$ cat config.mk
export PLATFORM = sky130hd
export DESIGN_NAME = waffle_run_controller
export DESIGN_NICKNAME = d
export VERILOG_FILES = /design/src/rtl/waffle_run_controller.sv
export SDC_FILE = /design/constraint.sdc
export NUM_CORES = 1
export LEC_CHECK = 0
export ABC_AREA = 0
export BUFFER_PORTS_ARGS = -buffer_cell sky130_fd_sc_hd__buf_2
export CAP_MARGIN = 20
export CORE_UTILIZATION = 45
export CTS_CLUSTER_DIAMETER = 60
export CTS_CLUSTER_SIZE = 30
export DETAILED_ROUTE_END_ITERATION = 16
export GPL_TIMING_DRIVEN = 1
export PLACE_DENSITY = 0.69
export SLEW_MARGIN = 15
export SYNTH_ARGS = -nofsm -noshare
export SYNTH_HDL_FRONTEND = slang
export SYNTH_SLANG_ARGS = --single-unit
$ cat constraint.sdc
create_clock -name clk -period 4.8 [get_ports clk]
set_input_delay 0.48 -clock clk [delete_from_list [all_inputs] [get_ports clk]]
set_output_delay 0.48 -clock clk [all_outputs]
set_load 0.1 [all_outputs]
$ cat src/rtl/waffle_run_controller.sv
// Run sequencer for the FAST_WAFFLE engine: resets the engine, runs it until last_inputs,
// waits a drain period, then captures waffle_val behind a valid/ack handshake.
module waffle_run_controller #(
    parameter int unsigned DATA_W       = 32,
    parameter int unsigned RST_CYCLES   = 4,
    parameter int unsigned DRAIN_CYCLES = 14,
    parameter int unsigned TIMEOUT      = 32'd1 << 20,
    parameter int unsigned CNT_W        = 32
) (
    input  logic              clk,
    input  logic              rst,
    input  logic              start,
    input  logic              abort,
    input  logic              result_ack,
    input  logic              eng_last_inputs,
    input  logic [DATA_W-1:0] eng_waffle_val,
    output logic              eng_rst_l,
    output logic              busy,
    output logic [DATA_W-1:0] result,
    output logic              result_valid,
    output logic [CNT_W-1:0]  run_cycles,
    output logic              timeout_err
);

    localparam int unsigned SeqMax = (RST_CYCLES > DRAIN_CYCLES) ? RST_CYCLES : DRAIN_CYCLES;
    localparam int unsigned SeqW   = (SeqMax > 1) ? $clog2(SeqMax + 1) : 1;
    localparam int unsigned TmoW   = $clog2(TIMEOUT + 1);

    typedef enum logic [2:0] {
        StIdle,
        StResetEng,
        StRun,
        StDrain,
        StDone,
        StError
    } state_e;

    state_e             state_q, state_d;
    logic [SeqW-1:0]    cnt_q, cnt_d;
    logic [TmoW-1:0]    tmo_q, tmo_d;
    logic [DATA_W-1:0]  result_q, result_d;
    logic               result_valid_q, result_valid_d;
    logic [CNT_W-1:0]   run_cycles_q, run_cycles_d;
    logic               timeout_err_q, timeout_err_d;
    logic               eng_rst_l_q;
    logic               busy_q;

    logic               accept_start;
    logic               launch;
    logic [CNT_W-1:0]   run_inc;

    assign accept_start = start & ~abort;
    assign run_inc      = (run_cycles_q == '1) ? run_cycles_q : run_cycles_q + CNT_W'(1);

    always_comb begin
        state_d        = state_q;
        cnt_d          = cnt_q;
        tmo_d          = tmo_q;
        result_d       = result_q;
        result_valid_d = result_valid_q;
        run_cycles_d   = run_cycles_q;
        timeout_err_d  = timeout_err_q;
        launch         = 1'b0;

        unique case (state_q)
            StIdle: begin
                launch = accept_start;
            end
            StResetEng: begin
                if (abort) begin
                    state_d = StIdle;
                end else if (cnt_q == '0) begin
                    state_d = StRun;
                    tmo_d   = '0;
                end else begin
                    cnt_d = cnt_q - SeqW'(1);
                end
            end
            StRun: begin
                if (abort) begin
                    state_d = StIdle;
                end else begin
                    run_cycles_d = run_inc;
                    tmo_d        = tmo_q + TmoW'(1);
                    if (eng_last_inputs) begin
                        if (DRAIN_CYCLES == 0) begin
                            result_d       = eng_waffle_val;
                            result_valid_d = 1'b1;
                            state_d        = StDone;
                        end else begin
                            // Drain spans exactly DRAIN_CYCLES cycles, capture in the last one.
                            cnt_d   = SeqW'(DRAIN_CYCLES - 1);
                            state_d = StDrain;
                        end
                    end else if (tmo_q == TmoW'(TIMEOUT - 1)) begin
                        timeout_err_d = 1'b1;
                        state_d       = StError;
                    end
                end
            end
            StDrain: begin
                if (abort) begin
                    state_d = StIdle;
                end else begin
                    run_cycles_d = run_inc;
                    if (cnt_q == '0) begin
                        result_d       = eng_waffle_val;
                        result_valid_d = 1'b1;
                        state_d        = StDone;
                    end else begin
                        cnt_d = cnt_q - SeqW'(1);
                    end
                end
            end
            StDone: begin
                if (accept_start) begin
                    launch         = 1'b1;
                    result_valid_d = 1'b0;
                end else if (result_ack) begin
                    result_valid_d = 1'b0;
                    state_d        = StIdle;
                end
            end
            StError: begin
                launch = accept_start;
            end
            default: begin
                state_d = StIdle;
            end
        endcase

        if (launch) begin
            state_d       = StResetEng;
            cnt_d         = SeqW'(RST_CYCLES - 1);
            timeout_err_d = 1'b0;
            run_cycles_d  = '0;
        end
    end

    always_ff @(posedge clk) begin
        if (rst) begin
            state_q        <= StIdle;
            cnt_q          <= '0;
            tmo_q          <= '0;
            result_q       <= '0;
            result_valid_q <= 1'b0;
            run_cycles_q   <= '0;
            timeout_err_q  <= 1'b0;
            eng_rst_l_q    <= 1'b0;
            busy_q         <= 1'b0;
        end else begin
            state_q        <= state_d;
            cnt_q          <= cnt_d;
            tmo_q          <= tmo_d;
            result_q       <= result_d;
            result_valid_q <= result_valid_d;
            run_cycles_q   <= run_cycles_d;
            timeout_err_q  <= timeout_err_d;
            // Decoded from next state so the outputs line up with the state they describe.
            eng_rst_l_q    <= (state_d == StRun) || (state_d == StDrain) || (state_d == StDone);
            busy_q         <= (state_d == StResetEng) || (state_d == StRun) ||
                              (state_d == StDrain);
        end
    end

    assign eng_rst_l    = eng_rst_l_q;
    assign busy         = busy_q;
    assign result       = result_q;
    assign result_valid = result_valid_q;
    assign run_cycles   = run_cycles_q;
    assign timeout_err  = timeout_err_q;

endmodule

== Word-level counts from Yosys, hierarchy flattened ==
Cells that the tools add are included.
Word-level totals
  bits in registers: 96
  input port bits: 38
  output and inout bits: 68
  logic and storage cells: 90
Operators by class
  add/sub/neg operators: 3
  equal/unequal tests: 24
  muxes and demuxes: 28
  bitwise operators: 4
  reduce and logical (&&, ||, !) cells: 21
Operator list (number)
  $mux W21: 3
  $pmux W21 S2: 1
  $add A32 B1 Y32 const B: 1
  $eq A32 B32 Y1 const B: 1
  $mux W3: 10
  $add A21 B1 Y21 const B: 1
  $eq A21 B20 Y1 const B: 1
  $mux W4: 4
  $ne A2 B2 Y1 const B: 8
  $pmux W3 S5: 1
  $eq A3 B2 Y1 const B: 4
  $ne A3 B3 Y1 const B: 4
  $reduce_and A4 Y1: 3
  $reduce_and A5 Y1: 2
  $eq A3 B3 Y1 const B: 3
  $pmux W4 S2: 1
  $reduce_or A2 Y1: 4
  $eq A3 B1 Y1 const B: 2
  $reduce_and A3 Y1: 2
  $reduce_bool A2 Y1: 3
  $mux W1: 5
  $logic_not A4 Y1: 1
  $logic_or A1 B1 Y1: 4
  $pmux W1 S2: 2
  7 further kinds: 9

== Longest topological paths before layout ==
Gate-level depths: netlist of the first run.
  depth after elaboration: 9
  gate-level depth with buffers: 8
  gate-level depth less buffers: 7

== Worst setup path before layout of the first run ==
Ideal clock, no wire load.
  kind: reg-to-reg
  from: reg run_cycles_q[0], in the netlist run_cycles[0]
  to: reg run_cycles_q[8], in the netlist run_cycles[8]
  setup time: 0.070 ns
  arrival: 2.680 ns
  data required time: 4.730 ns
  slack: 2.050 ns
  cell stages (with the launch flop): 9
  buffers on the path: 2
  clock period less this slack: 2.750 ns
  cell sequence: dfxtp_1 ha_1 nand4_1 nor4_2 and3_1 buf_2 buf_2 o31ai_1 a21oi_1
Between the ends
  word-level cells in the longest chain between the ends: 3
  elaborated cells on any way between the ends: 4
  those cells by class: add/sub (1); eq/ne (1); bitwise (1); reduce/logical (1)
RTL lines
  start: declaration: line 43  | logic [CNT_W-1:0] run_cycles_q, run_cycles_d;
  start signal: assignment: line 157  | run_cycles_q <= run_cycles_d;
  branches (longest 3 deep; another with $add A32 B1 Y32)
Several ways; the timed one is not identified.
A chain may end at the register's enable or synchronous reset.

== Worst setup path in the final report of the first run ==
  from: reg tmo_q[0]
  to: reg eng_rst_l_q, in the netlist eng_rst_l
Between the ends
  word-level cells in the longest chain between the ends: 9
  elaborated cells on any way between the ends: 11
  those cells by class: eq/ne (4); mux (5); reduce/logical (2)
RTL lines
  start: declaration: line 40  | logic [TmoW-1:0] tmo_q, tmo_d;
  start signal: assignment: line 154  | tmo_q <= tmo_d;
  $eq A21 B20 Y1 (*): line 95  | end else if (tmo_q == TmoW'(TIMEOUT - 1)) begin
  $mux W3 (*): line 95
  $mux W3 (*): line 85  | if (eng_last_inputs) begin
  $mux W3 (*): line 80  | if (abort) begin
  $pmux W3 S5 (*): line 65  | unique case (state_q)
  $mux W3 (*): line 132  | if (launch) begin
  $eq A3 B2 Y1: line 160  | eng_rst_l_q <= (state_d == StRun) || (state_d == StDrain) || (state_d == StDone);
  $logic_or A1 B1 Y1: line 160
  $logic_or A1 B1 Y1 (*): line 160
  end signal: assignment: line 160
  end: declaration: line 45  | logic eng_rst_l_q;
Every way passes the cells marked *; elsewhere a longest branch is shown, timed or not.

==> run_results.csv, run 1 <==
group,metric,value,unit
finish,drive_above_1_share,0.213,
cts,hold_buffers,0,
worst_hold_path,min_to,"result[7]",
finish,final-seq-area,1920,um^2
floorplanning,core-area,9280,um^2
routing,vias,4193,
worst_setup_path,cp.required,5080,ps
grt,gr-total-overflow,0,
placement,dp_slack,2010,ps
finish,fill_cells,911,
worst_setup_path,r2r_slack,2190,ps
synth,ys_types,47,
status,status,"complete, no violations",
worst_setup_path,worstSetupStartpointType,"flop",
routing,wl_per_cell,13.9,um
power_and_ir_drop,p_sw_frac,0.265,
synth,syn_inst,536,
sta,fin_skew,17.6,ps
finish,multi_input_area,2270,um^2
floorplanning,start_util,0.468,
sta,fmax,383,MHz
finish,area_delta_synth_final,18.4,%
worst_setup_path,worstSetupEndpointType,"flop",
grt,antenna_found_initial,0,
floorplanning,die-area,10100,um^2
worst_setup_path,rr_worst_depth,6,
routing,ant_nets,0,
cts,tritoncts,"done",
power_and_ir_drop,power_frac_seq,0.576,
worst_setup_path,crit_fanout,12,
routing,drc,0,
power_and_ir_drop,power.switching,369,uW
finish,post-route-cell-area,5150,um^2
power_and_ir_drop,p_int,1030,uW
floorplanning,die_y,100,um
synth,synth_edf_count,0,
worst_hold_path,worstHoldPathType,"in -> reg",
synth,ys_ff_latch,96,
finish,antennaDiodeCount,0,
cts,cts_buffers,9,
floorplanning,num_rows,35,
grt,grt_util_all_layers,0.209,
placement,routabilityCongestion,0.798,
synth,async_flop_share,0,
routing,drtIter0Drc,232,
sta,rsz0062_at_grt,"no",
power_and_ir_drop,peakVddDrop,0.170,mV
cts,h-tree-depth,3,
grt,grt_max_degree,44,
sta,layout_setup_ws,2190,ps
synth,synth_flop_cell,"dfxtp_1",
synth,ys_warn_count,0,
grt,grt_pass1_wl,17000,um
worst_hold_path,hp-start,"eng_waffle_val[7]",
synth,synth_area,4350,um^2
sta,post-route-period-util,0.544,
synth,synth_seq_area_share,0.442,
power_and_ir_drop,leakagePower,0.00189,uW
synth,synth_nets,577,
cts,post-cts-setup-buffers,0,
sta,whs,322,ps
routing,vias_per_cell,5.50,
floorplanning,die_w,100,um
floorplanning,ioPinCount,106,
sta,worst_pin_slew,833,ps
placement,port_buffers,105,
worst_setup_path,reg2reg_from,"tmo_q[0]",
routing,wl,10600,um
cts,cts_sinks,96,
finish,nets,669,
sta,setup_viol,0,
synth,avgSynthCellArea,8.11,um^2
placement,hpwlAfterDp,7380,um
sta,min_period,2610,ps
power_and_ir_drop,p_comb_frac,0.053,
cts,clkTransAtPathRegs,110,ps
cts,cts_root_buf,"clkbuf_8",
grt,grt_pass1_vias,3653,
run,cap_violations,0,
cts,cts.repair.resized,0,
worst_hold_path,hold_depth,3,
cts,clk_latency,380,ps
sta,fin_tns_setup,0,ps
power_and_ir_drop,pwr-share-clk,0.371,
sta,hold_violations,0,
routing,drt_first_pass_iters,5,
sta,maxSlewHeadroom,0.440,
worst_setup_path,regToRegEndpoint,"eng_rst_l",
power_and_ir_drop,powerDensity,271,nW/um^2
worst_setup_path,worstPathArrival,2900,ps
cts,clockBufferDepth,2,
worst_setup_path,crit_type,"reg -> reg",
placement,placed_cell_area,4930,um^2
sta,slew_violations,0,
layout by cell type (no fill, tap or decap), types with 3 or more instances in the layout:
| cell type | count |
|---|---|
| ha_1 | 3 |
| nor2_1 | 37 |
| xnor2_1 | 18 |
| nand2_1 | 95 |
| o211ai_1 | 4 |
| and4_1 | 6 |
| a311oi_1 | 4 |
| or4_1 | 15 |
| mux2i_1 | 3 |
| nor4_1 | 11 |
| nand3_1 | 18 |
| nand2b_1 | 5 |
| inv_6 | 3 |
| dfxtp_1 | 96 |
| and3_1 | 3 |
| o31ai_1 | 11 |
| nand4_1 | 23 |
| a21oi_1 | 65 |
| nor3_1 | 16 |
| buf_2 | 105 |
| clkbuf_8 | 9 |
| a31oi_1 | 3 |
| o21ai_0 | 14 |
| and2_1 | 4 |
| inv_1 | 12 |
| or3_1 | 18 |
registers in the layout (all words and copies together) (netlist names):
| signal | flops |
|---|---|
| cnt_q | 4 |
| timeout_err | 1 |
| state_q | 3 |
| busy | 1 |
| result_valid | 1 |
| tmo_q | 21 |
| eng_rst_l | 1 |
| result | 32 |
| run_cycles | 32 |
metrics by stage:
| stage | utilization | instances | power [uW] |
|---|---|---|---|
| CTS | 0.551 | 760 | 1410 |
| detailed placement | 0.532 | 744 | 896 |
| global route | 0.554 | 762 | 1450 |
| floorplan | - | 536 | 869 |
| global placement | 0.532 | 744 | 895 |
| finish | 0.554 | 762 | 1390 |
critical path, cell delays in order, from the launching register on:
cell	delay (ps)
dfxtp_1	410
ha_1	220
nand3_1	340
or3_1	430
nor4_1	610
a21boi_0	250
o32ai_1	270
per-layer routing:
| metal | global-route usage | part of all wire |
|---|---|---|
| met5 | 0 | 0 |
| met4 | 0.0836 | 0.023 |
| met1 | 0.276 | 0.45 |
| met2 | 0.338 | 0.48 |
| met3 | 0.0404 | 0.043 |
power groups by stage:
stage          sequential [uW]  clock, uW  combinational [uW]
6_report                   804        517                73.7
5_1_grt                    805        561                81.2
4_1_cts                    804        529                73.8
3_5_place_dp               822          0                73.5
3_3_place_gp               822          0                72.7
2_1_floorplan              830          0                38.8
cells in the mapped netlist (2+ instances only):
library cell,number,area [um^2]
nor3_1,16,80.1
or3_1,18,113
buf_2,4,20.0
nand2_1,95,357
o21ai_0,14,70.1
nand4_1,23,144
and2_1,5,31.3
inv_1,12,45.0
xnor2_1,18,158
ha_1,3,37.5
nor4_1,11,68.8
nor2_1,37,139
o211ai_1,4,30.0
a311oi_1,4,35.0
mux2i_1,3,30.0
or4_1,15,113
nor3b_1,2,15.0
clkbuf_1,20,75.1
a21oi_1,65,325
dfxtp_1,96,1920
and3_1,3,18.8
and4_1,6,52.6
buf_6,2,22.5
o31ai_1,12,90.1
xor2_1,2,17.5
a31oi_1,3,18.8
a211oi_1,2,15.0
nand2b_1,5,31.3
nand3_1,18,90.1
layout make-up:
cell class | count | area share
multi-input combinational | 400 | 0.440
sequential | 96 | 0.373
timing repair buffer | 109 | 0.110
tap | 129 | 0.0314
clock buffer | 9 | 0.0241
clock inverter | 7 | 0.0119
inverter | 12 | 0.00875
kinds of logic (layout without fill, tap and decap cells):
| logic type | count (synthesis) | after routing | share of synthesized area |
|---|---|---|---|
| flip-flops | 96 | 96 | 0.442 |
| AO/OA/AOI/OAI | 111 | 111 | 0.148 |
| buffers and inverters | 40 | 137 | 0.0400 |
| multiplexers | 3 | 3 | 0.00691 |
| adder cells (fa/ha/maj) | 3 | 3 | 0.00863 |
| AND/OR/NAND/NOR | 263 | 263 | 0.314 |
| XOR/XNOR | 20 | 20 | 0.0403 |
worst max path at each step:
stage                             start            end  slack, ps  depth (start not counted)
after detailed placement          abort      eng_rst_l       2010                          6
after floorplan           run_cycles[0]  run_cycles[8]       2050                          8
after CTS                    state_q[1]      eng_rst_l       2050                          5
final                          tmo_q[0]      eng_rst_l       2190                          6
after global routing           tmo_q[0]      eng_rst_l       2010                          6
after global placement            abort      eng_rst_l       2120                          6
Power figures use the tool's default switching activity.
==> inputs of run 2 (changes only) <==
Clock period 4.8 ns to 2.7 ns, I/O delays scaled along.
==> run 2 against run 1 <==
  * First-iteration DRC count fell by 16%
  * Die area did not move
  * Combinational power is 80% higher
  * Design area is 1.3% higher
  * Clock power up 93%
  * Routed wire length fell by 2.0%
  * Register-to-register slack got worse by 1700 ps
==> run_results.csv, run 2 (synthesis results as in run 1) <==
group,metric,value,unit
sta,hold_violations,0,
routing,drc,0,
floorplanning,die_w,100,um
cts,hold_buffers,0,
routing,wl,10400,um
power_and_ir_drop,peakVddDrop,0.249,mV
routing,drt_first_pass_iters,6,
sta,slew_violations,0,
finish,area_delta_synth_final,20.0,%
run,cap_violations,0,
grt,gr-total-overflow,0,
finish,nets,676,
cts,tritoncts,"done",
worst_setup_path,cp_slowest_cell,"nor4_2",
power_and_ir_drop,p_comb_frac,0.052,
grt,grt_pass1_wl,17000,um
power_and_ir_drop,power.switching,628,uW
power_and_ir_drop,powerDensity,491,nW/um^2
grt,grt_max_degree,43,
routing,ant_nets,0,
sta,fin_skew,16.2,ps
floorplanning,start_util,0.468,
routing,vias_per_cell,5.45,
sta,fmax,447,MHz
cts,h-tree-depth,3,
routing,wl_per_cell,13.5,um
grt,antenna_found_initial,0,
placement,routabilityCongestion,0.790,
finish,layout_common_cells,"105 x buf_2, 95 x nand2_1, 93 x dfxtp_1",
worst_setup_path,crit_family,"simple AND/OR/NAND/NOR gates",
worst_setup_path,crit_type,"reg -> reg",
worst_setup_path,worstSetupStartpointType,"flop",
floorplanning,core-area,9280,um^2
power_and_ir_drop,power_frac_seq,0.558,
floorplanning,die-area,10100,um^2
power_and_ir_drop,leakagePower,0.00194,uW
power_and_ir_drop,p_int,1930,uW
floorplanning,num_rows,35,
cts,cts_sinks,96,
sta,rsz0062_at_grt,"no",
routing,wl_met3,410,um
worst_setup_path,cp.required,3010,ps
cts,clkTransAtPathRegs,100,ps
grt,grt_pass1_vias,3649,
worst_hold_path,worstHoldPathType,"in -> reg",
finish,drive_above_1_share,0.225,
power_and_ir_drop,pwr-share-clk,0.390,
cts,clockBufferDepth,2,
grt,grt_util_all_layers,0.207,
worst_setup_path,cp_cell_sequence,"nand4_1 -> nor4_2 -> o211ai_1 -> or4_1 -> a21oi_1",
finish,finish.utilization,0.562,
routing,met2_length,4980,um
placement,port_buffers,105,
floorplanning,die_y,100,um
sta,fin_tns_setup,0,ps
sta,min_period,2240,ps
worst_setup_path,worstSetupEndpointType,"flop",
finish,antennaDiodeCount,0,
cts,cts.repair.resized,0,
cts,clk_latency,370,ps
routing,highest_layer,"met4",
finish,fill_cells,895,
worst_setup_path,max_stage_delay,570,ps
worst_setup_path,crit_fanout,7,
power_and_ir_drop,p_sw_frac,0.245,
sta,maxSlewHeadroom,0.576,
worst_setup_path,worstPathArrival,2540,ps
sta,post-route-period-util,0.828,
cts,cts_buffers,9,
cts,cts_root_buf,"clkbuf_8",
routing,vias,4193,
sta,worst_pin_slew,635,ps
routing,met1Wirelength,4770,um
sta,setup_viol,0,
status,status,"complete, no violations",
worst_setup_path,worst-path-buf-inv,0,
placement,hpwlAfterDp,7360,um
cts,post-cts-setup-buffers,0,
floorplanning,ioPinCount,106,
finish,layout_commonest_cell,"buf_2",
routing,drtIter0Drc,196,
run 2: worst paths after layout:
path | slack [ps] | start | cells past startpoint | end
worst max-delay path | 460 | run_cycles[4] | 5 | run_cycles[22]
worst min-delay path | 120 | eng_waffle_val[8] | 3 | result[8]
worst max register to register | 460 | run_cycles[4] | 5 | run_cycles[22]
worst min register to register | 460 | result[10] | 2 | result[10]
run 2: layout make-up:
type                            count  area, um^2  share of cell area
Tap cell                          129         161              0.0309
Multi-Input combinational cell    400        2270               0.434
Sequential cell                    96        1930               0.369
Clock inverter                      6        72.6              0.0139
Inverter                           12        45.0             0.00864
Clock buffer                       10         138              0.0264
Timing Repair Buffer              116         608               0.117
run 2: layer usage:
layer  GRT usage  vias up
met4      0.0858        0
met2       0.338       95
met1       0.270     1959
li1            -     2122
met5           0        -
met3      0.0355       17
run 2: power by group through the flow:
stage,Sequential [uW],Combinational [uW],Clock [uW]
finish,1430,133,1000
global route,1430,144,1080
CTS,1430,134,1030
detailed placement,1460,134,0
global placement,1460,132,0
floorplan,1480,69.0,0
run 2: worst min-delay path: stages:
cell and delay, ps:
buf_2 90, nand2_1 40, a21oi_1 50
run 2: metrics by stage:
stage | worst slack, ps | area (um^2) | hold WS (ps) | power (uW) | cells
after floorplan | 8.12 | 4350 | 406 | 1540 | 536
after global placement | 586 | 5010 | 439 | 1590 | 753
after detailed placement | 480 | 5010 | 443 | 1590 | 753
after CTS | 454 | 5220 | 112 | 2590 | 769
after global routing | 294 | 5220 | 114 | 2650 | 769
final | 465 | 5220 | 125 | 2560 | 769
==> inputs of run 3 (changes only) <==
Settings changed: PLACE_DENSITY 0.69 to 0.72.
Clock period 2.7 ns to 1.92 ns, I/O delays scaled along.
==> run 3 against run 2 <==
  * The flow now finishes with violations (setup timing)
  * Count of clock-buffer cells in the layout did not move
  * Combinational power rose by 74%
  * Routed wire length rose by 11%
  * Critical path type unchanged
  * Critical endpoint is now eng_rst_l
  * Highest routed layer unchanged
==> run_results.csv, run 3 (synthesis results as in run 1) <==
group,metric,value,unit
status,status,"complete, but fails checks",
status,violations,"setup timing",
finish,area_delta_synth_final,36.4,%
worst_setup_path,cp.required,2140,ps
worst_setup_path,max_stage_delay,360,ps
placement,port_buffers,105,
floorplanning,die-area,10100,um^2
placement,placed_cell_area,5490,um^2
cts,hold_buffers,0,
finish,antennaDiodeCount,0,
power_and_ir_drop,total_power,3470,uW
sta,worst_pin_slew,503,ps
worst_setup_path,crit_path_end,"eng_rst_l",
worst_setup_path,reg2reg_from,"tmo_q[1]",
cts,clkTransAtPathRegs,100,ps
finish,fill_cells,842,
floorplanning,die_w,100,um
power_and_ir_drop,peakVddDrop,0.496,mV
grt,grt_max_degree,43,
worst_setup_path,worstPathArrival,2140,ps
cts,cts_sinks,96,
grt,grt_pass1_vias,3982,
finish,final-seq-area,2040,um^2
worst_setup_path,cp.depth,8,
grt,grt_pass1_wl,17900,um
worst_hold_path,worstHoldPathType,"in -> reg",
routing,vias_per_cell,5.46,
worst_setup_path,setup.worst_path.start,"tmo_q[1]",
routing,wl_per_cell,14.1,um
worst_setup_path,crit_family,"simple AND/OR/NAND/NOR gates",
finish,layout_common_cells,"105 x buf_2, 95 x nand2_1, 63 x a21oi_1",
finish,finish.utilization,0.639,
finish,nets,723,
floorplanning,die_y,100,um
sta,min_period,1920,ps
cts,h-tree-depth,3,
sta,post-route-period-util,1.00,
grt,antenna_found_initial,0,
worst_setup_path,rr_worst_depth,8,
cts,cts_root_buf,"clkbuf_8",
grt,gr-total-overflow,0,
worst_setup_path,r2r_slack,-4,ps
floorplanning,ioPinCount,106,
sta,fmax,520,MHz
grt,grt_util_all_layers,0.221,
floorplanning,num_rows,35,
routing,drc,0,
power_and_ir_drop,p_int,2570,uW
sta,fin_skew,18.4,ps
sta,setup_viol,1,
placement,routabilityCongestion,0.807,
finish,layout_commonest_cell,"buf_2",
power_and_ir_drop,power.switching,892,uW
worst_setup_path,worst-path-buf-inv,2,
routing,drt_first_pass_iters,5,
power_and_ir_drop,leakagePower,0.00229,uW
worst_setup_path,worstSetupStartpointType,"flop",
cts,clockBufferDepth,2,
power_and_ir_drop,p_sw_frac,0.257,
sta,rsz0062_at_grt,"yes",
worst_setup_path,cp_cell_sequence,"ha_4 -> nand3_2 -> or3_1 -> nor4_1 -> buf_4 -> buf_6 -> o31a_1 -> o32ai_2",
worst_setup_path,worstSetupEndpointType,"flop",
routing,drtIter0Drc,154,
sta,layout_setup_ws,-4.08,ps
power_and_ir_drop,power_frac_seq,0.567,
sta,maxSlewHeadroom,0.667,
cts,tritoncts,"done",
sta,slew_violations,0,
floorplanning,start_util,0.468,
power_and_ir_drop,powerDensity,585,nW/um^2
worst_setup_path,crit_fanout,4,
placement,hpwlAfterDp,8300,um
routing,ant_nets,0,
power_and_ir_drop,p_comb_frac,0.066,
routing,wl,11500,um
cts,cts_buffers,9,
worst_setup_path,regToRegEndpoint,"eng_rst_l",
cts,clk_latency,370,ps
finish,post-route-cell-area,5930,um^2
run,cap_violations,0,
routing,vias,4459,
sta,hold_violations,0,
finish,drive_above_1_share,0.365,
worst_setup_path,crit_type,"reg -> reg",
finish,multi_input_area,2470,um^2
floorplanning,core-area,9280,um^2
worst_setup_path,cp_slowest_cell,"dfxtp_2",
power_and_ir_drop,pwr-share-clk,0.366,
-- run 3: changes by cell type in the layout (fill, tap and decap cells not counted), moves of 3 or more --
cell,previous run,this run
buf_4,11,52
dfxtp_1,93,58
dfxtp_4,0,29
nor4_1,11,3
dfxtp_2,3,9
o21ai_0,14,8
o21ai_1,0,6
buf_12,0,5
nor4_4,0,5
nor3_1,16,13
nor3_2,0,3
nor4_2,1,4
-- run 3: repair_timing --
action	in CTS	in global routing
gates resized for setup	1	36
cloned	0	0
pin swaps	1	18
setup buffers	1	9
endpoints found under the setup margin	2	31
-- run 3: routing by layer --
metal / global-route usage / share of wire / wire [um] / vias up
met2: 0.389 / 0.52 / 5960 / 95
li1: - / - / - / 2223
met3: 0.0334 / 0.037 / 425 / 12
met4: 0.0836 / 0.014 / 167 / 0
met1: 0.271 / 0.43 / 4980 / 2129
met5: 0 / 0 / 0 / -
-- run 3: cell type report --
| type | count | share of cell area |
|---|---|---|
| Multi-Input combinational cell | 400 | 0.416 |
| Sequential cell | 96 | 0.344 |
| Timing Repair Buffer | 163 | 0.173 |
| Tap cell | 129 | 0.0272 |
| Clock buffer | 10 | 0.0232 |
| Clock inverter | 6 | 0.00802 |
| Inverter | 12 | 0.00760 |
-- run 3: worst min-delay path by stage --
stage / start / end / cells after the start
after floorplan: eng_waffle_val[0] / result[0] / 2
after global placement: eng_waffle_val[22] / result[22] / 3
after detailed placement: eng_waffle_val[22] / result[22] / 3
after CTS: eng_waffle_val[22] / result[22] / 3
after global routing: eng_waffle_val[18] / result[18] / 3
final: eng_waffle_val[17] / result[17] / 3
-- run 3: worst min-delay path, stage by stage --
cell and delay (ps):
buf_2 90, nand2_1 50, a21oi_1 50
-- run 3: metrics by stage --
step,setup slack (ps),std cells,hold WS [ps],setup TNS [ps]
2_1_floorplan,-153,536,328,-1060
3_3_place_gp,24.8,790,432,0
3_5_place_dp,-5.77,790,441,-5.77
4_1_cts,10.0,807,42.6,0
5_1_grt,-55.9,816,40.6,-254
6_report,-4.08,816,52.8,-4.08
-- run 3: power groups by stage --
stage	Combinational [uW]	Sequential (uW)	Clock, uW
6_report	231	1970	1270
5_1_grt	249	1970	1400
4_1_cts	220	1970	1310
3_5_place_dp	218	2010	0
3_3_place_gp	215	2010	0
2_1_floorplan	97.0	2030	0
